===== src/rtl/wb_store_queue.sv =====
// wb_store_queue: in-order store buffer between writeback and the dcache
// write port. Writeback enqueues validated stores, and the dcache drains them
// from the head. A combinational conflict check tells younger loads whether
// they overlap any pending or incoming store.
module wb_store_queue #(
    parameter int DEPTH  = 4,
    parameter int ADDR_W = 32,
    parameter int DATA_W = 64
) (
    input  logic                       CLK,
    input  logic                       CLR,
    input  logic                       WB_V,
    input  logic [ADDR_W-1:0]          WB_Address,
    input  logic [DATA_W-1:0]          WB_Data,
    input  logic [1:0]                 WB_Datasize,
    output logic                       WB_stall,
    output logic                       Dcache_write_valid,
    output logic [ADDR_W-1:0]          Dcache_address,
    output logic [DATA_W-1:0]          Dcache_data,
    output logic [1:0]                 Dcache_datasize,
    input  logic                       In_write_ready,
    input  logic                       LD_V,
    input  logic [ADDR_W-1:0]          LD_Address,
    output logic                       SQ_hit,
    output logic [$clog2(DEPTH):0]     SQ_count,
    output logic                       SQ_empty
);

    localparam int PTR_W = $clog2(DEPTH);
    localparam int CNT_W = PTR_W + 1;

    // Conservative overlap test: quad stores compare at 8-byte granularity,
    // everything else at 4-byte granularity.
    function automatic logic addr_match(
        input logic [ADDR_W-1:0] st_addr,
        input logic [1:0]        st_size,
        input logic [ADDR_W-1:0] ld_addr
    );
        logic m;
        if (st_size == 2'd3) begin
            m = (st_addr[ADDR_W-1:3] == ld_addr[ADDR_W-1:3]);
        end else begin
            m = (st_addr[ADDR_W-1:2] == ld_addr[ADDR_W-1:2]);
        end
        return m;
    endfunction

    logic [PTR_W-1:0]  head_r;
    logic [PTR_W-1:0]  tail_r;
    logic [CNT_W-1:0]  count_r;
    logic              valid_r [DEPTH];
    logic [ADDR_W-1:0] addr_r  [DEPTH];
    logic [DATA_W-1:0] data_r  [DEPTH];
    logic [1:0]        size_r  [DEPTH];

    logic              full_s;
    logic              empty_s;
    logic              push_s;
    logic              pop_s;
    logic              hit_s;
    logic [DEPTH-1:0]  entry_hit_s;

    assign full_s  = (count_r == CNT_W'(DEPTH));
    assign empty_s = (count_r == {CNT_W{1'b0}});
    // A pop in the same cycle does not make room for a request that sees full.
    assign push_s  = WB_V & ~full_s;
    assign pop_s   = ~empty_s & In_write_ready;

    assign WB_stall           = WB_V & full_s;
    assign Dcache_write_valid = ~empty_s;
    assign Dcache_address     = addr_r[head_r];
    assign Dcache_data        = data_r[head_r];
    assign Dcache_datasize    = size_r[head_r];
    assign SQ_count           = count_r;
    assign SQ_empty           = empty_s;
    assign SQ_hit             = hit_s;

    for (genvar g = 0; g < DEPTH; g++) begin : g_entry_hit
        assign entry_hit_s[g] = valid_r[g] & addr_match(addr_r[g], size_r[g], LD_Address);
    end

    // Load conflict: any valid entry (including one popping now) or the incoming push.
    always_comb begin
        hit_s = 1'b0;
        if (LD_V) begin
            hit_s = (|entry_hit_s) |
                    (push_s & addr_match(WB_Address, WB_Datasize, LD_Address));
        end else begin
            hit_s = 1'b0;
        end
    end

    // Head/tail pointers and occupancy count.
    always_ff @(posedge CLK or negedge CLR) begin
        if (!CLR) begin
            head_r  <= {PTR_W{1'b0}};
            tail_r  <= {PTR_W{1'b0}};
            count_r <= {CNT_W{1'b0}};
        end else begin
            if (push_s) begin
                tail_r <= tail_r + PTR_W'(1);
            end
            if (pop_s) begin
                head_r <= head_r + PTR_W'(1);
            end
            case ({push_s, pop_s})
                2'b10:   count_r <= count_r + CNT_W'(1);
                2'b01:   count_r <= count_r - CNT_W'(1);
                default: count_r <= count_r;
            endcase
        end
    end

    // Entry storage: fields written at tail on push, valid cleared at head on pop.
    // Push and pop never target the same slot in one cycle (that would need
    // the queue to be both empty and full).
    always_ff @(posedge CLK or negedge CLR) begin
        if (!CLR) begin
            for (int i = 0; i < DEPTH; i++) begin
                valid_r[PTR_W'(i)] <= 1'b0;
                addr_r[PTR_W'(i)]  <= {ADDR_W{1'b0}};
                data_r[PTR_W'(i)]  <= {DATA_W{1'b0}};
                size_r[PTR_W'(i)]  <= 2'd0;
            end
        end else begin
            if (pop_s) begin
                valid_r[head_r] <= 1'b0;
            end
            if (push_s) begin
                valid_r[tail_r] <= 1'b1;
                addr_r[tail_r]  <= WB_Address;
                data_r[tail_r]  <= WB_Data;
                size_r[tail_r]  <= WB_Datasize;
            end
        end
    end

endmodule


===== config.mk =====
export PLATFORM = sky130hd
export DESIGN_NAME = wb_store_queue
export DESIGN_NICKNAME = d
export VERILOG_FILES = /design/src/rtl/wb_store_queue.sv
export SDC_FILE = /design/constraint.sdc
export NUM_CORES = 1
export LEC_CHECK = 0
export CORE_ASPECT_RATIO = 1.2
export CORE_MARGIN = 2
export CORE_UTILIZATION = 40
export DETAILED_ROUTE_END_ITERATION = 7
export GPL_TIMING_DRIVEN = 0
export PLACE_DENSITY = 0.6
export SETUP_SLACK_MARGIN = 0.02
export SYNTH_ARGS = -nofsm -noshare
export SYNTH_HDL_FRONTEND = slang
export SYNTH_SLANG_ARGS = --single-unit
export TNS_END_PERCENT = 50

===== constraint.sdc =====
create_clock -name CLK -period 6.72 [get_ports CLK]
set_input_delay 1.344 -clock CLK [delete_from_list [all_inputs] [get_ports CLK]]
set_output_delay 1.344 -clock CLK [all_outputs]
set_load 0.005 [all_outputs]

After elaboration in Yosys (flattened, before gate mapping)
Index checks and enable logic that the tools add are counted.
{"block": "classes", "add_sub_neg": 4, "n_lt_le_gt_ge": 4, "eq_ne": 18, "muxes": 32, "n_bitwise": 16, "reduce_logical": 6}
{"cell": "bitwise mux 256 bit", "n": 1}
{"cell": "2-to-1 mux 64 bit", "n": 3}
{"cell": "equality test 30 bit", "n": 5}
{"cell": "equality test 29 bit", "n": 5}
{"cell": "binary-select mux 64 bit (select 2 bit)", "n": 1}
{"cell": "bitwise mux 128 bit", "n": 1}
{"cell": "demux 64 bit (select 2 bit)", "n": 1}
{"cell": "2-to-1 mux 32 bit", "n": 3}
{"cell": "binary-select mux 32 bit (select 2 bit)", "n": 1}
{"cell": "demux 32 bit (select 2 bit)", "n": 1}
{"cell": "equality test 2 bit (second input constant)", "n": 6}
{"cell": "2-to-1 mux 1 bit", "n": 9}
{"cell": "bitwise AND 1 bit", "n": 8}
{"cell": "bitwise mux 8 bit", "n": 1}
{"cell": "2-to-1 mux 4 bit", "n": 2}
{"cell": ">= comparator 3 bit (second input constant)", "n": 2}
{"cell": "less-than comparator 3 x 1 -> 1 bit (second input constant)", "n": 2}
{"cell": "2-to-1 mux 2 bit", "n": 3}
{"cell": "inverter 2 -> 3 bit", "n": 2}
{"cell": "one-hot mux 3 bit (2 select lines)", "n": 1}
{"cell": "adder 2 x 1 -> 2 bit (second input constant)", "n": 2}
{"cell": "bitwise AND 4 bit", "n": 1}
{"cell": "binary-select mux 2 bit (select 2 bit)", "n": 1}
{"cell": "demux 1 bit (select 2 bit)", "n": 2}
{"cell": "other kinds (14)", "n": 16}
{"block": "totals", "ff_bits": 403, "input_bits": 135, "output_inout_bits": 105, "wordCells": 99}

Logic depth before layout (Yosys ltp)
Gate-level depths: netlist of run 1.
{"block": "logic_depth", "ltp_word": 10, "ltp_mapped": 10, "depth_no_buf": 9}

Worst setup path after synthesis of run 1
OpenSTA, ideal clock, no wires.
{"block": "synth_timing", "path_type": "input to register", "from": "in WB_V", "to": "reg addr_r[0] in the netlist's numbering, enable pin", "setup_time_ns": 0.469, "arrival_time_ns": 4.011, "t_required_ns": 6.251, "path_slack_ns": 2.241, "cell_stages": 3, "n_path_buf": 1, "path_cell_list": "a21boi_2 > buf_6 > and3_1"}
{"block": "synth_via", "elab_chain_cells": 2}
{"item": "start: declaration", "line_no": "12", "text": "input logic WB_V,"}
{"item": "bitwise AND 1 bit", "line_no": "66", "text": "assign push_s = WB_V & ~full_s;"}
{"item": "AND reduction 2 bit (no line)"}
{"item": "end signal: indexed assignment", "line_no": "121", "text": "addr_r[PTR_W'(i)] <= {ADDR_W{1'b0}};"}
{"item": "end signal: indexed assignment", "line_no": "131", "text": "addr_r[tail_r] <= WB_Address;"}
{"item": "end: declaration", "line_no": "52", "text": "logic [ADDR_W-1:0] addr_r [DEPTH];"}
Every way passes these cells.
A chain may end at the register's enable or synchronous reset.

Final worst setup path of run 1
{"block": "layout_timing", "from": "in WB_Address[29]", "to": "out SQ_hit"}
{"block": "layout_via", "elab_chain_cells": 6, "elab_cells_between_ends": 7, "cone_classes": "eq/ne (2); mux (3); bitwise (2)"}
{"item": "start: declaration", "line_no": "13", "text": "input logic [ADDR_W-1:0] WB_Address,"}
{"item": "equality test 30 bit or equality test 29 bit (tied branches)", "line_no": "43, 41"}
{"item": "2-to-1 mux 1 bit (*)", "line_no": "40", "text": "if (st_size == 2'd3) begin"}
{"item": "2-to-1 mux 1 bit (*)", "line_no": "85", "text": "if (LD_V) begin"}
{"item": "bitwise AND 1 bit (*)", "line_no": "87", "text": "(push_s & addr_match(WB_Address, WB_Datasize, LD_Address));"}
{"item": "OR 1 bit (*)", "line_no": "86", "text": "hit_s = (|entry_hit_s) |"}
{"item": "2-to-1 mux 1 bit (*)", "line_no": "85"}
{"item": "end: declaration", "line_no": "24", "text": "output logic SQ_hit,"}
Mark *: on every way between the ends. The rest lies on a longest branch, timed or not. The select of a mux whose other input is x is not followed.

==> results of run 1 <==
==> worst reg2reg max path, stage by stage, from the launching register on <==
cell,delay (ns)
dfrtp_1,0.48
nor2_1,0.11
a21boi_2,0.27
buf_6,0.19
and3_4,0.56
buf_12,0.30
buf_16,0.28
==> cell families (layout without fill, tap and decap cells) <==
| family | Yosys count | after routing | share of synthesized area |
|---|---|---|---|
| muxes | 295 | 295 | 0.2485 |
| AOI/OAI and AO/OA | 9 | 9 | 0.003975 |
| DFF | 403 | 403 | 0.6173 |
| and+or+nand+nor | 76 | 76 | 0.02378 |
| xor gates and xnor gates | 155 | 155 | 0.07566 |
| buffers and inverters | 85 | 379 | 0.02343 |
| adders and majority gates | 10 | 10 | 0.007392 |
==> power groups by stage <==
stage | logic, uW | clock network, uW | registers, uW
finish | 4250 | 2440 | 3800
global route | 4550 | 2600 | 3890
CTS | 4350 | 2510 | 3800
detailed placement | 4330 | 0 | 3840
global placement | 4250 | 0 | 3830
floorplan | 2430 | 0 | 3700
==> registers in the layout (all words and copies together), names as in the netlist <==
register	cells
size_r	8
SQ_count	3
head_r	2
valid_r	4
data_r	256
addr_r	128
tail_r	2
==> area by class of cell <==
cell class / instances / area, um2
clock inverter: 16 / 166.4
sequential: 403 / 11080
timing repair buffer: 213 / 2235
buffer: 74 / 379.1
inverter: 11 / 41.29
fill: 3775 / 22210
clock buffer: 65 / 1291
tap: 565 / 706.9
multi-input combinational: 545 / 6456
==> per-stage QoR <==
step	worst slack [ns]	power, uW	TNS (ns)
after floorplan	2.241	6130	0
after global placement	-8.666	8085	-2850.45
after detailed placement	1.630	8167	0
after CTS	1.597	10660	0
after global routing	1.496	11050	0
final	1.600	10490	0
==> layer usage <==
metal | global-route usage | wire length, um | vias to the layer above | share of wire
met5 | 0 | 11 | - | 0.00023
met4 | 0.07154 | 1622 | 2 | 0.034
met3 | 0.04490 | 2899 | 83 | 0.061
met2 | 0.3443 | 23360 | 295 | 0.49
met1 | 0.2688 | 19430 | 5243 | 0.41
li1 | - | - | 4434 | -
==> worst min-delay path by stage <==
| stage | to | startpoint | cells past startpoint |
|---|---|---|---|
| finish | valid_r[3]$_DFF_PN0_ | valid_r[3]$_DFF_PN0_ | 2 |
| global route | data_r[136]$_DFFE_PN0P_ | data_r[136]$_DFFE_PN0P_ | 1 |
| CTS | valid_r[3]$_DFF_PN0_ | valid_r[3]$_DFF_PN0_ | 2 |
| detailed placement | valid_r[3]$_DFF_PN0_ | valid_r[3]$_DFF_PN0_ | 2 |
| global placement | valid_r[3]$_DFF_PN0_ | valid_r[3]$_DFF_PN0_ | 2 |
| floorplan | valid_r[2]$_DFF_PN0_ | valid_r[2]$_DFF_PN0_ | 2 |
==> cells in the final DEF, fill, tap and decap left out, types with 19 or more instances in the layout <==
cell,instances
clkbuf_16,45
buf_2,57
xnor2_1,26
clkdlybuf4s50_1,206
xor2_1,129
dfrtp_1,205
mux4_2,98
clkbuf_1,23
nand2_1,19
nor4_1,33
mux2_2,187
edfxtp_1,198
==> results.toml, run 1 <==
[critical_path]
worstPathMaxFanout = 5
reg2reg_to = "data_r[20]$_DFFE_PP_"
critPathTopFamily = "buffers and inverters"
crit_arrival_ns = 3.78
timing_worst_setup_path_type = "primary input to primary output"
cp_slowest_cell = "clkdlybuf4s50_1"
cp-end-kind = "primary output"
r2r_slack_ns = 4.13
worst_path_largest_cell_delay_ns = 0.53
r2r_start = "SQ_count[0]$_DFFE_PN0P_"
worst-path-stages = 7
crit_end = "SQ_hit"
setup.worst_path.start = "WB_Address[29]"
worstSetupStartpointType = "primary input"
rr_worst_depth = 6
crit_chain = "clkdlybuf4s50_1 -> xor2_1 -> nor4_1 -> nand4_1 -> nor4_1 -> o41a_1 -> clkdlybuf4s50_1"
crit_required_ns = 5.38
cp_num_buf_inv = 2

[clock_network]
clock_sinks = 403
cts_tree = "yes"
numCtsBuffers = 44
hold_buffers = 0
cts_resized = 0
cts_setup_buffers = 0
cts.root.buffer_cell = "clkbuf_16"
clk_latency_ns = 0.54
cts_buffer_depth = 3
clkTransAtPathRegs_ns = 0.06
cts_max_level = 2

[synthesis]
ys_ff_latch = 403
synth_area_mm2 = 0.01794
ys_async_sr_fraction = 0.5087
avgSynthCellArea_um2 = 17.37
synth_edf_count = 198
synth.most_common_cell = "dfrtp_1"
synth.area.top_cells = "edfxtp_1 (33%), dfrtp_1 (29%), mux4_2 (12%)"
yosysTopAreaCell = "edfxtp_1"
ys.flop_type = "dfrtp_1"
synthTopCellsByCount = "dfrtp_1 (205), edfxtp_1 (198), mux2_2 (187)"
yosys_warnings = 0
yosysSeqAreaShare = 0.6173
synth_fp_nets = 1178
synthCells = 1033
yosys.area.top_type_share = 0.3314
synth_cell_type_count = 31

[floorplanning]
num_io_pins = 240
initial_core_util = 0.4026
core_mm2 = 0.04456
die-area_mm2 = 0.04657
die_x_um = 197.3
rows = 85
die_h_um = 236.0

[power]
p_leak_uw = 0.008444
sw_frac_of_total = 0.3004
seqPwrFrac = 0.362
p_comb_frac = 0.406
p_per_area_mw_per_mm2 = 469.3
ir_drop_uv = 290.5
pwr-share-clk = 0.232
intPower_uw = 7337
p_sw_uw = 3151

[global_routing]
track_usage = 0.2071
grt_max_degree = 88
grt_pass1_vias = 11090
antenna_found_initial = 1
overflow = 0
grt_pass1_wl_um = 71110

[final_layout]
layout-drive-gt1-share = 0.3301
utilization = 0.5016
final_design_area_no_fill_mm2 = 0.02235
nNetsFinal = 1437
final_cells = 1892
diodes = 0
syn_to_final_growth_pct = 24.57

[sta]
worst_hold_slack_ns = 0.4798
rsz0062_at_grt = "false"
finalCritPeriodShare = 0.7619
hold_viol_final = 0
drv_slew = 0
final.min_clock_period_ns = 5.120
fmax_mhz = 195.3
worst_pin_slew_ns = 0.9572
finalSetupViolCount = 0
slew_headroom = 0.3618
skew_ns = 0.01370

[placed_design]
port_buffers = 207
gp_congestion = 0.9301
dpl_cell_area_mm2 = 0.02089
post-dp-hpwl_um = 33000
dp.cells = 1811

[status]
run_status = "complete, no violations"

[drt]
first_pass_iters = 5
routed_wl_um = 47330
drt_iter0_markers = 478
vias = 10060
ant_nets = 0
wl_per_cell_um = 25.01
detail_route.vias_per_cell = 5.316
drcViolationCount = 0

[worst_hold_path]
hp-class = "flip-flop to flip-flop"

[job]
maxCapViolCount = 0
Note: power is estimated with default switching activity, not from simulation.
==> inputs of run 2 (changes only) <==
--- a/config.mk
+++ b/config.mk
@@ -10,7 +10,7 @@
 export CORE_UTILIZATION = 40
 export DETAILED_ROUTE_END_ITERATION = 7
 export GPL_TIMING_DRIVEN = 0
-export PLACE_DENSITY = 0.6
+export PLACE_DENSITY = 0.62
 export SETUP_SLACK_MARGIN = 0.02
 export SYNTH_ARGS = -nofsm -noshare
 export SYNTH_HDL_FRONTEND = slang
==> constraint.sdc (replaced) <==
create_clock -name CLK -period 4.61 [get_ports CLK]
set_input_delay 0.922 -clock CLK [delete_from_list [all_inputs] [get_ports CLK]]
set_output_delay 0.922 -clock CLK [all_outputs]
set_load 0.005 [all_outputs]
==> results.toml, run 2 (synthesis results as in run 1) <==
[status]
run_status = "complete, no violations"

[drt]
vias = 10130
first_pass_iters = 4
drcViolationCount = 0
detail_route.vias_per_cell = 5.349
routed_wl_um = 46530
wl_per_cell_um = 24.58
ant_nets = 0
drt_iter0_markers = 449

[power]
ir_drop_uv = 328.7
seqPwrFrac = 0.368
p_sw_uw = 4555
pwr-share-clk = 0.223
p_per_area_mw_per_mm2 = 676.7
sw_frac_of_total = 0.3021
p_leak_uw = 0.008403
intPower_uw = 10520
p_comb_frac = 0.409

[critical_path]
timing_worst_setup_path_type = "primary input to primary output"
worstPathMaxFanout = 5
crit_arrival_ns = 3.50
cp-end-kind = "primary output"
crit_required_ns = 3.69
worstSetupStartpointType = "primary input"

[clock_network]
cts_setup_buffers = 0
clock_sinks = 403
clk_latency_ns = 0.57
clkTransAtPathRegs_ns = 0.06
cts_resized = 0
cts_tree = "yes"
cts.root.buffer_cell = "clkbuf_16"
cts_buffer_depth = 3
numCtsBuffers = 44
hold_buffers = 0
cts_max_level = 2

[floorplanning]
die-area_mm2 = 0.04657
num_io_pins = 240
die_x_um = 197.3
core_mm2 = 0.04456
initial_core_util = 0.4026
die_h_um = 236.0
rows = 85

[sta]
hold_viol_final = 0
final.min_clock_period_ns = 4.420
worst_hold_slack_ns = 0.2786
rsz0062_at_grt = "false"
fin_setup_tns_ns = 0
slew_headroom = 0.2974
worst_pin_slew_ns = 1.054
finalCritPeriodShare = 0.9588
fmax_mhz = 226.2
drv_slew = 0
finalSetupViolCount = 0
skew_ns = 0.02616

[global_routing]
grt_pass1_vias = 10970
overflow = 0
antenna_found_initial = 2
track_usage = 0.2021
grt_max_degree = 86
grt_pass1_wl_um = 69510

[final_layout]
final_cells = 1893
syn_to_final_growth_pct = 24.16
diodes = 0
largest_reg_flops = 256
utilization = 0.4999
mostFrequentLayoutCells = "clkdlybuf4s50_1 (206), dfrtp_1 (205), edfxtp_1 (198), mux2_2 (187), xor2_1 (129)"
nNetsFinal = 1437
largestRegisters = "data_r (256), addr_r (128), size_r (8)"
layout_commonest_cell = "clkdlybuf4s50_1"
regMostFlops = "data_r"
layout-drive-gt1-share = 0.3261

[placed_design]
port_buffers = 207
dp.cells = 1811
post-dp-hpwl_um = 32170
gp_congestion = 0.9082

[worst_hold_path]
hp-class = "primary input to async pin"

[job]
maxCapViolCount = 0
-- run 2: cell types whose count changed in the layout (fill, tap and decap cells not counted), sizes merged --
cell / previous run / this run
clkinvlp: 0 / 1
clkinv: 11 / 20
inv: 13 / 11
clkbuf: 77 / 72
bufinv: 3 / 1
-- run 2: layout make-up --
class                      instances  area (um2)
buffer                            74       379.1
clock inverter                    22       141.4
multi-input combinational        545        6456
tap                              565       706.9
inverter                          11       41.29
timing repair buffer             213        2242
fill                            3748       22290
clock buffer                      60        1234
sequential                       403       11080
-- run 2: through the flow --
step	area (um2)	power, uW	setup WS [ns]
global placement	20720	11760	-10.38
finish	22280	15070	0.1900
global route	22280	15880	0.1575
CTS	22280	15310	0.2584
detailed placement	20900	11870	0.2657
floorplan	17940	8936	0.5528
-- run 2: final timing paths --
path / start / slack (ns) / to / depth (start not counted)
max in group asynchronous: CLR / 3.09 / data_r[158]$_DFFE_PN0P_ / 3
min in group CLK: valid_r[2]$_DFF_PN0_ / 0.49 / valid_r[2]$_DFF_PN0_ / 2
setup / recovery: WB_Address[29] / 0.19 / SQ_hit / 7
setup reg to reg: head_r[1]$_DFFE_PN0N_ / 2.03 / head_r[1]$_DFFE_PN0N_ / 7
hold / removal: CLR / 0.28 / addr_r[77]$_DFFE_PN0P_ / 1
hold reg to reg: valid_r[2]$_DFF_PN0_ / 0.49 / valid_r[2]$_DFF_PN0_ / 2
-- run 2: per-layer routing --
layer	vias up	global-route usage	part of all wire
met1	5324	0.2609	0.41
met4	4	0.06721	0.033
li1	4432	-	-
met3	83	0.05619	0.068
met2	282	0.3295	0.49
met5	-	0	0.00054
-- run 2: critical path, stage by stage --
cell and delay (ns):
clkdlybuf4s50_1 0.53, xor2_1 0.19, nor4_1 0.61, nand4_1 0.18
nor4_1 0.34, o41a_1 0.22, clkdlybuf4s50_1 0.51
-- run 2: power by group through the flow --
| stage | Clock (uW) | Combinational [uW] | Sequential (uW) |
|---|---|---|---|
| 2_1_floorplan | 0 | 3540 | 5400 |
| 3_3_place_gp | 0 | 6170 | 5590 |
| 3_5_place_dp | 0 | 6270 | 5600 |
| 4_1_cts | 3460 | 6300 | 5540 |
| 5_1_grt | 3600 | 6610 | 5680 |
| 6_report | 3360 | 6170 | 5540 |
